$ cat config.mk
export PLATFORM = sky130hd
export DESIGN_NAME = lstm_dma_sequencer
export DESIGN_NICKNAME = d
export VERILOG_FILES = /design/src/rtl/lstm_dma_sequencer.sv
export SDC_FILE = /design/constraint.sdc
export NUM_CORES = 1
export LEC_CHECK = 0
export BUFFER_PORTS_ARGS = -buffer_cell sky130_fd_sc_hd__buf_4
export CAP_MARGIN = 20
export CORE_ASPECT_RATIO = 0.6
export CORE_UTILIZATION = 40
export CTS_CLUSTER_SIZE = 30
export DETAILED_ROUTE_END_ITERATION = 7
export HOLD_SLACK_MARGIN = 0.05
export SYNTH_ARGS = -nofsm -noshare
export SYNTH_HDL_FRONTEND = slang
export SYNTH_SLANG_ARGS = --single-unit
$ cat constraint.sdc
create_clock -name fpga_clk -period 4.3 [get_ports fpga_clk]
set_clock_uncertainty 0.1 [all_clocks]
set_input_delay 0 -clock fpga_clk [delete_from_list [all_inputs] [get_ports fpga_clk]]
set_output_delay 0 -clock fpga_clk [all_outputs]
set_load 0.05 [all_outputs]
$ cat src/rtl/lstm_dma_sequencer.sv
// Sequences one LSTM step over the main-memory DMA engine: optional weight load, feature load,
// compute handshake, result write-back. All outputs are registered from the next-state logic.
module lstm_dma_sequencer #(
  parameter int unsigned MAIN_MEM_ADD_LEN = 11,
  parameter int unsigned FEATURES         = 4,
  parameter int unsigned WEIGHTS          = 64,
  parameter int unsigned OUTPUTS          = 4
) (
  input  logic                        fpga_clk,
  input  logic                        reset_n,
  input  logic                        go,
  input  logic                        load_weights,
  input  logic                        abort,
  input  logic [MAIN_MEM_ADD_LEN-1:0] feat_base,
  input  logic [MAIN_MEM_ADD_LEN-1:0] wgt_base,
  input  logic [MAIN_MEM_ADD_LEN-1:0] out_base,
  input  logic                        lstm_done,
  output logic                        dmac_direct,
  output logic                        dmac_start,
  output logic [MAIN_MEM_ADD_LEN-1:0] dmac_count,
  output logic [MAIN_MEM_ADD_LEN-1:0] dmac_first_address,
  output logic [1:0]                  lstm_dest,
  output logic [MAIN_MEM_ADD_LEN-1:0] lstm_wr_idx,
  output logic                        lstm_start,
  output logic                        busy,
  output logic                        done
);

  localparam int unsigned AW = MAIN_MEM_ADD_LEN;

  if (FEATURES < 1 || WEIGHTS < 1 || OUTPUTS < 1 ||
      longint'(FEATURES) >= (longint'(1) << AW) ||
      longint'(WEIGHTS) >= (longint'(1) << AW) ||
      longint'(OUTPUTS) >= (longint'(1) << AW)) begin : g_bad_count
    $error("lstm_dma_sequencer: phase counts must be in 1..2^MAIN_MEM_ADD_LEN-1");
  end

  localparam logic [AW-1:0] FeatN    = AW'(FEATURES);
  localparam logic [AW-1:0] WgtN     = AW'(WEIGHTS);
  localparam logic [AW-1:0] OutN     = AW'(OUTPUTS);
  localparam logic [AW-1:0] FeatLast = AW'(FEATURES - 1);
  localparam logic [AW-1:0] WgtLast  = AW'(WEIGHTS - 1);
  localparam logic [AW-1:0] OutLast  = AW'(OUTPUTS - 1);

  localparam logic [1:0] DestNone = 2'b00;
  localparam logic [1:0] DestFeat = 2'b01;
  localparam logic [1:0] DestWgt  = 2'b10;

  typedef enum logic [3:0] {
    StIdle, StWStart, StWRun, StFStart, StFRun, StCStart, StCWait,
    StSStart, StSRun, StSDrain, StDone, StAbortDrain
  } state_e;

  state_e          state_q, state_d;
  logic [AW-1:0]   cnt_q, cnt_d;
  // One bit wider: an abort in S_START must drain OUTPUTS+1 cycles.
  logic [AW:0]     drain_q, drain_d;
  logic [AW-1:0]   feat_base_q, feat_base_d;
  logic [AW-1:0]   wgt_base_q, wgt_base_d;
  logic [AW-1:0]   out_base_q, out_base_d;

  logic            dmac_direct_q, dmac_direct_d;
  logic            dmac_start_q, dmac_start_d;
  logic [AW-1:0]   dmac_count_q, dmac_count_d;
  logic [AW-1:0]   dmac_addr_q, dmac_addr_d;
  logic [1:0]      lstm_dest_q, lstm_dest_d;
  logic [AW-1:0]   lstm_wr_idx_q, lstm_wr_idx_d;
  logic            lstm_start_q, lstm_start_d;
  logic            busy_q, busy_d;
  logic            done_q, done_d;

  logic [AW:0]     rem;

  always_comb begin
    state_d     = state_q;
    cnt_d       = cnt_q;
    drain_d     = drain_q;
    feat_base_d = feat_base_q;
    wgt_base_d  = wgt_base_q;
    out_base_d  = out_base_q;
    rem         = '0;

    unique case (state_q)
      StIdle: begin
        if (go) begin
          feat_base_d = feat_base;
          wgt_base_d  = wgt_base;
          out_base_d  = out_base;
          state_d     = load_weights ? StWStart : StFStart;
        end
      end
      StWStart: begin
        cnt_d   = '0;
        state_d = StWRun;
      end
      StWRun: begin
        if (cnt_q == WgtLast) state_d = StFStart;
        else                  cnt_d   = cnt_q + 1'b1;
      end
      StFStart: begin
        cnt_d   = '0;
        state_d = StFRun;
      end
      StFRun: begin
        if (cnt_q == FeatLast) state_d = StCStart;
        else                   cnt_d   = cnt_q + 1'b1;
      end
      StCStart: state_d = StCWait;
      StCWait: begin
        if (lstm_done) state_d = StSStart;
      end
      StSStart: begin
        cnt_d   = '0;
        state_d = StSRun;
      end
      StSRun: begin
        if (cnt_q == OutLast) state_d = StSDrain;
        else                  cnt_d   = cnt_q + 1'b1;
      end
      StSDrain: state_d = StDone;
      StDone:   state_d = StIdle;
      StAbortDrain: begin
        if (drain_q <= (AW+1)'(1)) state_d = StIdle;
        else                       drain_d = drain_q - 1'b1;
      end
      default: state_d = StIdle;
    endcase

    // Abort: let the engine finish the transfer it already owns, then go idle.
    if (abort && state_q != StIdle && state_q != StAbortDrain) begin
      unique case (state_q)
        StWStart: rem = {1'b0, WgtN};
        StFStart: rem = {1'b0, FeatN};
        StSStart: rem = {1'b0, OutN} + 1'b1;
        StWRun:   rem = {1'b0, WgtLast - cnt_q};
        StFRun:   rem = {1'b0, FeatLast - cnt_q};
        StSRun:   rem = {1'b0, OutN - cnt_q};
        default:  rem = '0;
      endcase
      if (rem == '0) begin
        state_d = StIdle;
      end else begin
        state_d = StAbortDrain;
        drain_d = rem;
      end
    end
  end

  always_comb begin
    dmac_direct_d = dmac_direct_q;
    dmac_count_d  = dmac_count_q;
    dmac_addr_d   = dmac_addr_q;
    unique case (state_d)
      StWStart: begin
        dmac_direct_d = 1'b0;
        dmac_count_d  = WgtN;
        dmac_addr_d   = wgt_base_d;
      end
      StFStart: begin
        dmac_direct_d = 1'b0;
        dmac_count_d  = FeatN;
        dmac_addr_d   = feat_base_d;
      end
      StSStart: begin
        dmac_direct_d = 1'b1;
        dmac_count_d  = OutN;
        dmac_addr_d   = out_base_d;
      end
      default: ;
    endcase

    dmac_start_d  = (state_d == StWStart) || (state_d == StFStart) || (state_d == StSStart);
    lstm_dest_d   = (state_d == StWRun) ? DestWgt :
                    (state_d == StFRun) ? DestFeat : DestNone;
    lstm_wr_idx_d = (state_d == StWRun || state_d == StFRun) ? cnt_d : '0;
    lstm_start_d  = (state_d == StCStart);
    busy_d        = (state_d != StIdle);
    done_d        = (state_d == StDone);
  end

  always_ff @(posedge fpga_clk or negedge reset_n) begin
    if (!reset_n) begin
      state_q       <= StIdle;
      cnt_q         <= '0;
      drain_q       <= '0;
      feat_base_q   <= '0;
      wgt_base_q    <= '0;
      out_base_q    <= '0;
      dmac_direct_q <= 1'b0;
      dmac_start_q  <= 1'b0;
      dmac_count_q  <= '0;
      dmac_addr_q   <= '0;
      lstm_dest_q   <= DestNone;
      lstm_wr_idx_q <= '0;
      lstm_start_q  <= 1'b0;
      busy_q        <= 1'b0;
      done_q        <= 1'b0;
    end else begin
      state_q       <= state_d;
      cnt_q         <= cnt_d;
      drain_q       <= drain_d;
      feat_base_q   <= feat_base_d;
      wgt_base_q    <= wgt_base_d;
      out_base_q    <= out_base_d;
      dmac_direct_q <= dmac_direct_d;
      dmac_start_q  <= dmac_start_d;
      dmac_count_q  <= dmac_count_d;
      dmac_addr_q   <= dmac_addr_d;
      lstm_dest_q   <= lstm_dest_d;
      lstm_wr_idx_q <= lstm_wr_idx_d;
      lstm_start_q  <= lstm_start_d;
      busy_q        <= busy_d;
      done_q        <= done_d;
    end
  end

  assign dmac_direct        = dmac_direct_q;
  assign dmac_start         = dmac_start_q;
  assign dmac_count         = dmac_count_q;
  assign dmac_first_address = dmac_addr_q;
  assign lstm_dest          = lstm_dest_q;
  assign lstm_wr_idx        = lstm_wr_idx_q;
  assign lstm_start         = lstm_start_q;
  assign busy               = busy_q;
  assign done               = done_q;

endmodule

== Word-level counts from Yosys, hierarchy flattened ==
Cells that the tools add are included.
Operators by class
  reductions and logical operators: 16
  $lt $le $gt $ge: 1
  muxes and demuxes: 31
  add/sub/neg operators: 5
  eq/ne operators: 20
Operators with widths (number)
  11-bit 2-to-1 mux: 9
  11-bit case mux with 3 select lines: 2
  11-bit case mux with 6 select lines: 1
  12-bit 2-to-1 mux: 5
  4-bit case mux with 11 select lines: 1
  4-bit 2-to-1 mux: 8
  4-bit by 3-bit == test with 1-bit output (second input constant): 7
  11-bit case mux with 2 select lines: 1
  4-bit by 2-bit == test with 1-bit output (second input constant): 4
  4-bit == test (second input constant): 4
  12-bit by 1-bit less-or-equal comparator with 1-bit output (second input constant): 1
  12-bit logical NOT: 1
  12-bit by 1-bit subtractor with 12-bit output (second input constant): 1
  11-bit by 1-bit adder with 11-bit output (second input constant): 1
  11-bit by 2-bit == test with 1-bit output (second input constant): 1
  11-bit by 6-bit == test with 1-bit output (second input constant): 1
  2-bit by 11-bit subtractor with 11-bit output (first input constant): 1
  3-bit by 11-bit subtractor with 11-bit output (first input constant): 1
  6-bit by 11-bit subtractor with 11-bit output (first input constant): 1
  4-bit by 1-bit == test with 1-bit output (second input constant): 2
  4-bit nonzero test: 2
  2-bit OR reduction: 3
  4-bit logical NOT: 1
  2-bit 2-to-1 mux: 2
  other kinds (8): 12
Word-level totals
  word-level logic and storage cells: 88
  output and inout port bits: 40
  input port bits: 39
  register bits after elaboration: 100

== Longest topological paths before layout ==
Gate-level depths: netlist of run 1.
  depth after elaboration: 10
  gate-level depth with buffers: 11
  mapped depth without buffers: 9

== Worst setup path after synthesis of run 1 ==
OpenSTA, ideal clock, no wires.
  path kind: flip-flop to flip-flop
  start: reg cnt_q[3]
  end: reg dmac_addr_q[2], in the netlist dmac_first_address[2]
  required time: 4.075 ns
  path slack: 1.415 ns
  path buffers: 1
  stages on the path, launching flop included: 11
  library setup time: 0.125 ns
  arrival: 2.660 ns
  period minus slack after synthesis: 2.885 ns
  path through: dfrtp_1 inv_1 ha_1 nor3b_1 nand4_1 nor2_1 o31ai_2 or2_2 buf_2 a32o_1 mux2_2
On the way
  word-level cells in the longest chain between the ends: 8
  elaborated cells on any way between the ends: 19
  those cells by class: add/sub (3); eq/ne (5); mux (9); reduce/logical (2)
RTL lines
  start, declared: RTL line 55  | logic [AW-1:0] cnt_q, cnt_d;
  start signal, assigned: RTL line 200  | cnt_q <= cnt_d;
  3-bit by 11-bit subtractor with 11-bit output, or another cell as far along: RTL line 137  | StSRun: rem = {1'b0, OutN - cnt_q};
  11-bit case mux with 6 select lines: RTL line 131  | unique case (state_q)
  12-bit 2-to-1 mux: RTL line 130  | if (abort && state_q != StIdle && state_q != StAbortDrain) begin
  12-bit logical NOT: RTL line 140  | if (rem == '0) begin
  4-bit 2-to-1 mux: RTL line 140
  4-bit 2-to-1 mux *: RTL line 130
  4-bit by 3-bit == test with 1-bit output, or another cell as far along: RTL line 153  | unique case (state_d)
  11-bit case mux with 3 select lines / 3-bit nonzero test (equally long branches)
  end signal, assigned: RTL line 208  | dmac_addr_q <= dmac_addr_d;
  end, declared: RTL line 65  | logic [AW-1:0] dmac_addr_q, dmac_addr_d;
Mark *: on every way between the ends. The rest lies on a longest branch, timed or not. The select of a mux whose other input is x is not followed.
A chain may end at the register's enable or synchronous reset.

== Final worst setup path of run 1 ==
  start: reg cnt_q[2]
  end: reg drain_q[1]
On the way
  word-level cells in the longest chain between the ends: 6
  elaborated cells on any way between the ends: 8
  those cells by class: add/sub (3); mux (4); reduce/logical (1)
RTL lines
  3-bit by 11-bit subtractor with 11-bit output, or another cell as far along: RTL line 137
  11-bit case mux with 6 select lines *: RTL line 131
  12-bit 2-to-1 mux *: RTL line 130
  12-bit logical NOT *: RTL line 140
  12-bit 2-to-1 mux *: RTL line 140
  12-bit 2-to-1 mux *: RTL line 130
  named net drain_d[1]: RTL line 57  | logic [AW:0] drain_q, drain_d;
  end signal, assigned: RTL line 201  | drain_q <= drain_d;
  end, declared: RTL line 57
The timed path passes the listed nets; every way through them passes the cells marked *. The select of a mux whose other input is x is not followed.

==> flow_summary_export.csv, run 1 <==
group,metric,value,unit
routing,vias,4268,
floorplanning,start_util,0.4231,
critical_path,ff2ff_setup_slack,690,ps
critical_path,crit_fanout,16,
critical_path,rr_worst_depth,9,
power,irDropWorstVdd,0.0003605,V
layout,final_cell_mix,"dfrtp_1 (91), buf_4 (77), mux2_2 (46)",
routing,vias_per_cell,5.579,
layout,final_util,0.5240,
logic_synthesis,synth_flop_cell,"dfrtp_1",
routing,wl,13.88,mm
layout,final-seq-area,2277,sq um
global_route,overflow,0,
power,power.density,753.5,nW/um^2
routing,drc_errors,0,
sta,maxSlewHeadroom,0.4746,
floorplanning,fp-row-count,31,
clocking,postCtsHoldBufs,35,
sta,worst_pin_slew,788.1,ps
logic_synthesis,synth_area,5251,sq um
clocking,clk_pin_slew,80,ps
floorplanning,die_h,90.75,um
global_route,grt_pass1_vias,4135,
critical_path,r2r_end,"drain_q[1]$_DFF_PN0_",
sta,whs,59.87,ps
global_route,track_usage,0.2166,
power,leakage,2.999,nW
layout,stdcell_area,6504,sq um
global_route,antenna_found_initial,0,
flow_run,drv_cap,0,
critical_path,critPathKind,"flip-flop to flip-flop",
logic_synthesis,async_flop_share,1.000,
routing,drtAntennaViolNets,0,
critical_path,critical-path-max-stage-delay,580,ps
critical_path,crit_chain,"inv_1, ha_1, nor3b_1, o21ai_0, o21a_1, o21ai_0, and3_4, a41o_1, mux2_2",
logic_synthesis,ys_seq_elements,91,
clocking,cts-resized-gates,0,
routing,drt_iter0_markers,330,
critical_path,critical_path_buf_inv_count,1,
critical_path,critical_path.top_delay_family,"compound AO/OA/AOI/OAI gates",
power,finalPower,4.900,mW
critical_path,path_depth,9,
sta,fin_crit_sh,0.8406,
floorplanning,coreArea,12410,sq um
layout,nets,643,
critical_path,critPathSlowestCell,"dfrtp_1",
logic_synthesis,avgSynthCellArea,10.32,sq um
logic_synthesis,ys_seq_area_frac,0.4336,
layout,layout-drive-gt1-share,0.2650,
place,io_buffers,69,
sta,timing.final.hold_violations,0,
outcome,outcome,"complete, no violations",
routing,firstDrtPassIters,5,
sta,fmax,276.7,MHz
place,gp_congestion,0.8555,
logic_synthesis,netlist-cell-type-count,66,
critical_path,worstPathArrival,3740,ps
critical_path,worst_path_most_repeated_cell,"o21ai_0",
layout,multiInputGateArea,2695,sq um
layout,area_growth,23.85,%
min_path,hp-class,"input pin to asynchronous set/reset pin",
routing,wl_per_cell,18.15,um
clocking,cts_tree,"yes",
critical_path,startpoint_type,"flip-flop",
place,place_area,5824,sq um
clocking,cts_max_path_buffers,2,
clocking,cts_root_buf,"clkbuf_16",
sta,fin_setup_tns,0,ps
logic_synthesis,synth_edf_count,0,
sta,final-setup-viol-count,0,
global_route,grt_max_degree,64,
clocking,cts_sinks,91,
clocking,clk_latency,340,ps
clocking,numCtsBuffers,9,
clocking,post-cts-setup-buffers,0,
critical_path,end_kind,"flip-flop",
global_route,grt_pass1_wl,22.85,mm
floorplanning,die_width,149.9,um
critical_path,r2r-start,"cnt_q[2]$_DFF_PN0_",
layout,antenna_cells,0,
floorplanning,dieArea,13610,sq um
layout,fillers,1108,
clocking,h-tree-depth,3,
sta,rsz0062_at_grt,"no",
logic_synthesis,synth_warnings,0,
floorplanning,pin_count,79,
critical_path,crit_required,4420,ps
sta,drv_slew,0,
place,dpl.hpwl,9.964,mm
layout,final_common_cell,"dfrtp_1",
sta,min_period,3614,ps
logic_synthesis,syn_inst,509,
-- sequential cells by signal, indices dropped and copies added (netlist names) --
signal,flops
drain_q,12
cnt_q,11
dmac_first_address,11
feat_base_q,11
lstm_wr_idx,11
out_base_q,11
wgt_base_q,11
state_q,4
dmac_count,2
lstm_dest,2
busy,1
dmac_direct,1
dmac_start,1
done,1
lstm_start,1
-- synthesized netlist by cell type, types with 4 or more instances --
| master | number | area, sq um |
|---|---|---|
| a211o_1 | 6 | 52.55 |
| a21o_1 | 7 | 52.55 |
| a21oi_1 | 22 | 110.1 |
| a22o_1 | 12 | 105.1 |
| a31oi_1 | 12 | 75.07 |
| a32o_1 | 14 | 140.1 |
| and2_1 | 26 | 162.7 |
| buf_1 | 5 | 18.77 |
| buf_2 | 10 | 50.05 |
| buf_4 | 10 | 75.07 |
| clkbuf_1 | 17 | 63.81 |
| dfrtp_1 | 91 | 2277 |
| ha_1 | 9 | 112.6 |
| inv_1 | 18 | 67.56 |
| mux2_2 | 46 | 518.0 |
| nand2_1 | 21 | 78.83 |
| nand3_1 | 8 | 40.04 |
| nand4_1 | 4 | 25.02 |
| nor2_1 | 30 | 112.6 |
| nor3_1 | 5 | 25.02 |
| nor3b_1 | 7 | 52.55 |
| nor4_1 | 4 | 25.02 |
| nor4b_1 | 4 | 35.03 |
| o21a_1 | 6 | 45.04 |
| o21ai_0 | 24 | 120.1 |
| o22ai_1 | 4 | 25.02 |
| or3_1 | 7 | 43.79 |
| or4_1 | 4 | 30.03 |
| xnor2_1 | 5 | 43.79 |
| xor2_1 | 11 | 96.34 |
-- worst reg2reg max path, cell delays in order (launching register included) --
cell	delay, ps
dfrtp_1	580
inv_1	200
ha_1	260
nor3b_1	520
o21ai_0	180
o21a_1	140
o21ai_0	350
and3_4	260
a41o_1	510
mux2_2	390
-- through the flow --
stage	cells	worst slack [ps]
after floorplan	517	1415
after global placement	714	827.0
after CTS	765	721.1
final	765	685.6
after detailed placement	714	751.1
after global routing	765	433.8
-- logic make-up (layout without fill, tap and decap cells) --
kind of cell	after synthesis	after routing	share of synthesized area
AND/OR/NAND/NOR	144	144	0.1649
AO/OA/AOI/OAI	134	134	0.1828
flip-flops	91	91	0.4336
buffers and inverters	63	146	0.05885
multiplexers	51	51	0.1110
XOR/XNOR	16	16	0.02668
adder cells (fa/ha/maj)	9	9	0.02144
other	1	9	0.0007141
-- routing by layer --
metal,part of all wire,track usage
met3,0.064,0.03687
met1,0.53,0.3575
met2,0.39,0.2851
met5,0,0
met4,0.0097,0.04461
-- where the power goes --
| part | internal [mW] | switching [mW] |
|---|---|---|
| Sequential | 1.18 | 0.250 |
| Combinational | 1.08 | 1.56 |
| Clock | 0.468 | 0.365 |
-- worst max-delay path by stage --
stage	from	slack, ps	endpoint
6_report	cnt_q[2]$_DFF_PN0_	690	drain_q[1]$_DFF_PN0_
5_1_grt	cnt_q[2]$_DFF_PN0_	430	drain_q[1]$_DFF_PN0_
4_1_cts	cnt_q[2]$_DFF_PN0_	720	drain_q[1]$_DFF_PN0_
3_5_place_dp	cnt_q[2]$_DFF_PN0_	750	drain_q[1]$_DFF_PN0_
3_3_place_gp	cnt_q[2]$_DFF_PN0_	830	drain_q[0]$_DFF_PN0_
2_1_floorplan	cnt_q[3]$_DFF_PN0_	1410	dmac_first_address[2]$_DFFE_PN0P_
-- area by class of cell --
cell class              instances  share of cell area
clock inverters                 7             0.01443
inverters                      18             0.01039
well taps                     165             0.03174
clock buffers                   9             0.03463
repair buffers                112              0.1443
multi-input cells             363              0.4144
flip-flops and latches         91              0.3501
No activity file was read; power rests on OpenSTA's default activity.
==> run 2: changes to the inputs <==
clock period = 3.8 ns   (was 4.3 ns; I/O delays follow)
==> flow_summary_export.csv, run 2 (synthesis results as in run 1) <==
group,metric,value,unit
outcome,outcome,"complete, no violations",
place,dp.cells,721,
critical_path,critPathKind,"flip-flop to flip-flop",
place,dpl_worst_slack,225.4,ps
sta,worst_pin_slew,946.7,ps
routing,wl,14.25,mm
routing,drtAntennaViolNets,0,
min_path,hp-class,"input pin to flip-flop",
layout,antenna_cells,0,
global_route,track_usage,0.2179,
layout,multiInputGateArea,2700,sq um
flow_run,drv_cap,0,
power,finalPower,5.544,mW
critical_path,startpoint_type,"flip-flop",
place,dpl.hpwl,10.28,mm
clocking,clk_pin_slew,60,ps
layout,final_util,0.5274,
critical_path,crit_required,3920,ps
layout,layout-drive-gt1-share,0.2739,
routing,vias,4324,
sta,fin_setup_tns,0,ps
critical_path,critical_path.top_delay_family,"compound AO/OA/AOI/OAI gates",
layout,final_cells,771,
critical_path,worst_path_most_repeated_cell,"o21ai_0",
layout,largest_register_ffs,12,
power,p_comb_frac,0.545,
clocking,cts_sinks,91,
routing,drc_errors,0,
layout,final_common_cell,"dfrtp_1",
floorplanning,die_width,149.9,um
floorplanning,fp-row-count,31,
layout,fillers,1099,
critical_path,crit_fanout,12,
global_route,grt_max_degree,75,
routing,wl_per_cell,18.48,um
layout,final_cell_mix,"dfrtp_1 (91), buf_4 (83), mux2_2 (46)",
sta,maxSlewHeadroom,0.3688,
clocking,numCtsBuffers,9,
layout,area_growth,24.66,%
sta,whs,94.15,ps
sta,fmax,288.8,MHz
layout,nets,649,
clocking,h-tree-depth,3,
critical_path,critical_path_buf_inv_count,1,
power,power.internal,3.104,mW
floorplanning,coreArea,12410,sq um
floorplanning,die_h,90.75,um
routing,firstDrtPassIters,5,
critical_path,critPathSlowestCell,"a41o_1",
power,netSwitchingPower,2.440,mW
critical_path,worstPathArrival,3580,ps
floorplanning,start_util,0.4231,
clocking,cts_tree,"yes",
clocking,cts_max_path_buffers,2,
global_route,overflow,0,
place,place_area,5889,sq um
sta,drv_slew,0,
layout,final-seq-area,2277,sq um
clocking,clk_latency,340,ps
power,power_frac_seq,0.287,
critical_path,ff2ff_setup_slack,340,ps
place,io_buffers,69,
clocking,post-cts-setup-buffers,0,
layout,stdcell_area,6546,sq um
floorplanning,pin_count,79,
sta,rsz0062_at_grt,"no",
global_route,grt_pass1_wl,22.58,mm
layout,regMostFlops,"drain_q",
power,swShare,0.4401,
routing,drt_iter0_markers,231,
power,power.density,846.8,nW/um^2
sta,min_period,3462,ps
global_route,grt_pass1_vias,4050,
critical_path,crit_chain,"inv_1, ha_1, nor3b_2, o21ai_0, o21a_1, o21ai_0, and3_4, a41o_1, mux2_2",
sta,fin_crit_sh,0.9111,
sta,timing.final.hold_violations,0,
place,gp_congestion,0.8531,
clocking,cts_root_buf,"clkbuf_16",
floorplanning,dieArea,13610,sq um
critical_path,critical-path-max-stage-delay,510,ps
power,p_clk_frac,0.168,
sta,finalWorstSetupSlack,337.9,ps
global_route,antenna_found_initial,0,
power,irDropWorstVdd,0.0003479,V
critical_path,end_kind,"flip-flop",
sta,final-setup-viol-count,0,
routing,vias_per_cell,5.608,
power,leakage,3.036,nW
[run 2: cell count changes in the layout (fill, tap and decap cells not counted), sizes merged]
cell      delta
buf          +6
clkbuf       +1
clkinv       +2
clkinvlp     -1
inv          -2
[run 2: layout make-up]
class / instances / share of cell area
Tap cell: 165 / 0.03154
Sequential cell: 91 / 0.3479
Clock inverter: 6 / 0.01109
Timing Repair Buffer: 118 / 0.1502
Inverter: 18 / 0.01032
Multi-Input combinational cell: 363 / 0.4125
Clock buffer: 10 / 0.03651
[run 2: power by group through the flow]
stage               Clock, mW  Sequential (mW)  Combinational (mW)
global placement            0             1.58                2.92
CTS                     0.945             1.59                3.00
floorplan                   0             1.81                2.00
finish                  0.929             1.59                3.02
detailed placement          0             1.60                2.96
global route            0.990             1.64                3.26
[run 2: what timing repair did]
action | 4_1_cts | 5_1_grt
setup endpoints to repair | 0 | 2
resized for setup | 0 | 1
hold endpoints to repair | 106 | 0
hold buffers | 34 | 0
[run 2: final timing paths]
path                       cells past startpoint                        end                startpoint
max                                            9       drain_q[1]$_DFF_PN0_        cnt_q[3]$_DFF_PN0_
min reg2reg                                    1   feat_base_q[9]$_DFF_PN0_  feat_base_q[9]$_DFF_PN0_
max reg2reg                                    9       drain_q[1]$_DFF_PN0_        cnt_q[3]$_DFF_PN0_
max in group asynchronous                      3     lstm_dest[1]$_DFF_PN0_                   reset_n
min                                            4       drain_q[7]$_DFF_PN0_                     abort
min in group asynchronous                      2  lstm_wr_idx[10]$_DFF_PN0_                   reset_n
[run 2: metal layers]
layer,GRT usage,part of all wire
met1,0.3540,0.53
met2,0.2828,0.39
met3,0.05202,0.069
met4,0.04377,0.0088
met5,0,0
[run 2: worst reg2reg max path: cells and delay by family (launching register included)]
kind,cells,cell delay [ps]
AO/OA/AOI/OAI,4,1270
flip-flops,1,380
AND/OR/NAND/NOR,2,690
adder cells (fa/ha/maj),1,320
multiplexers,1,400
buffers and inverters,1,190
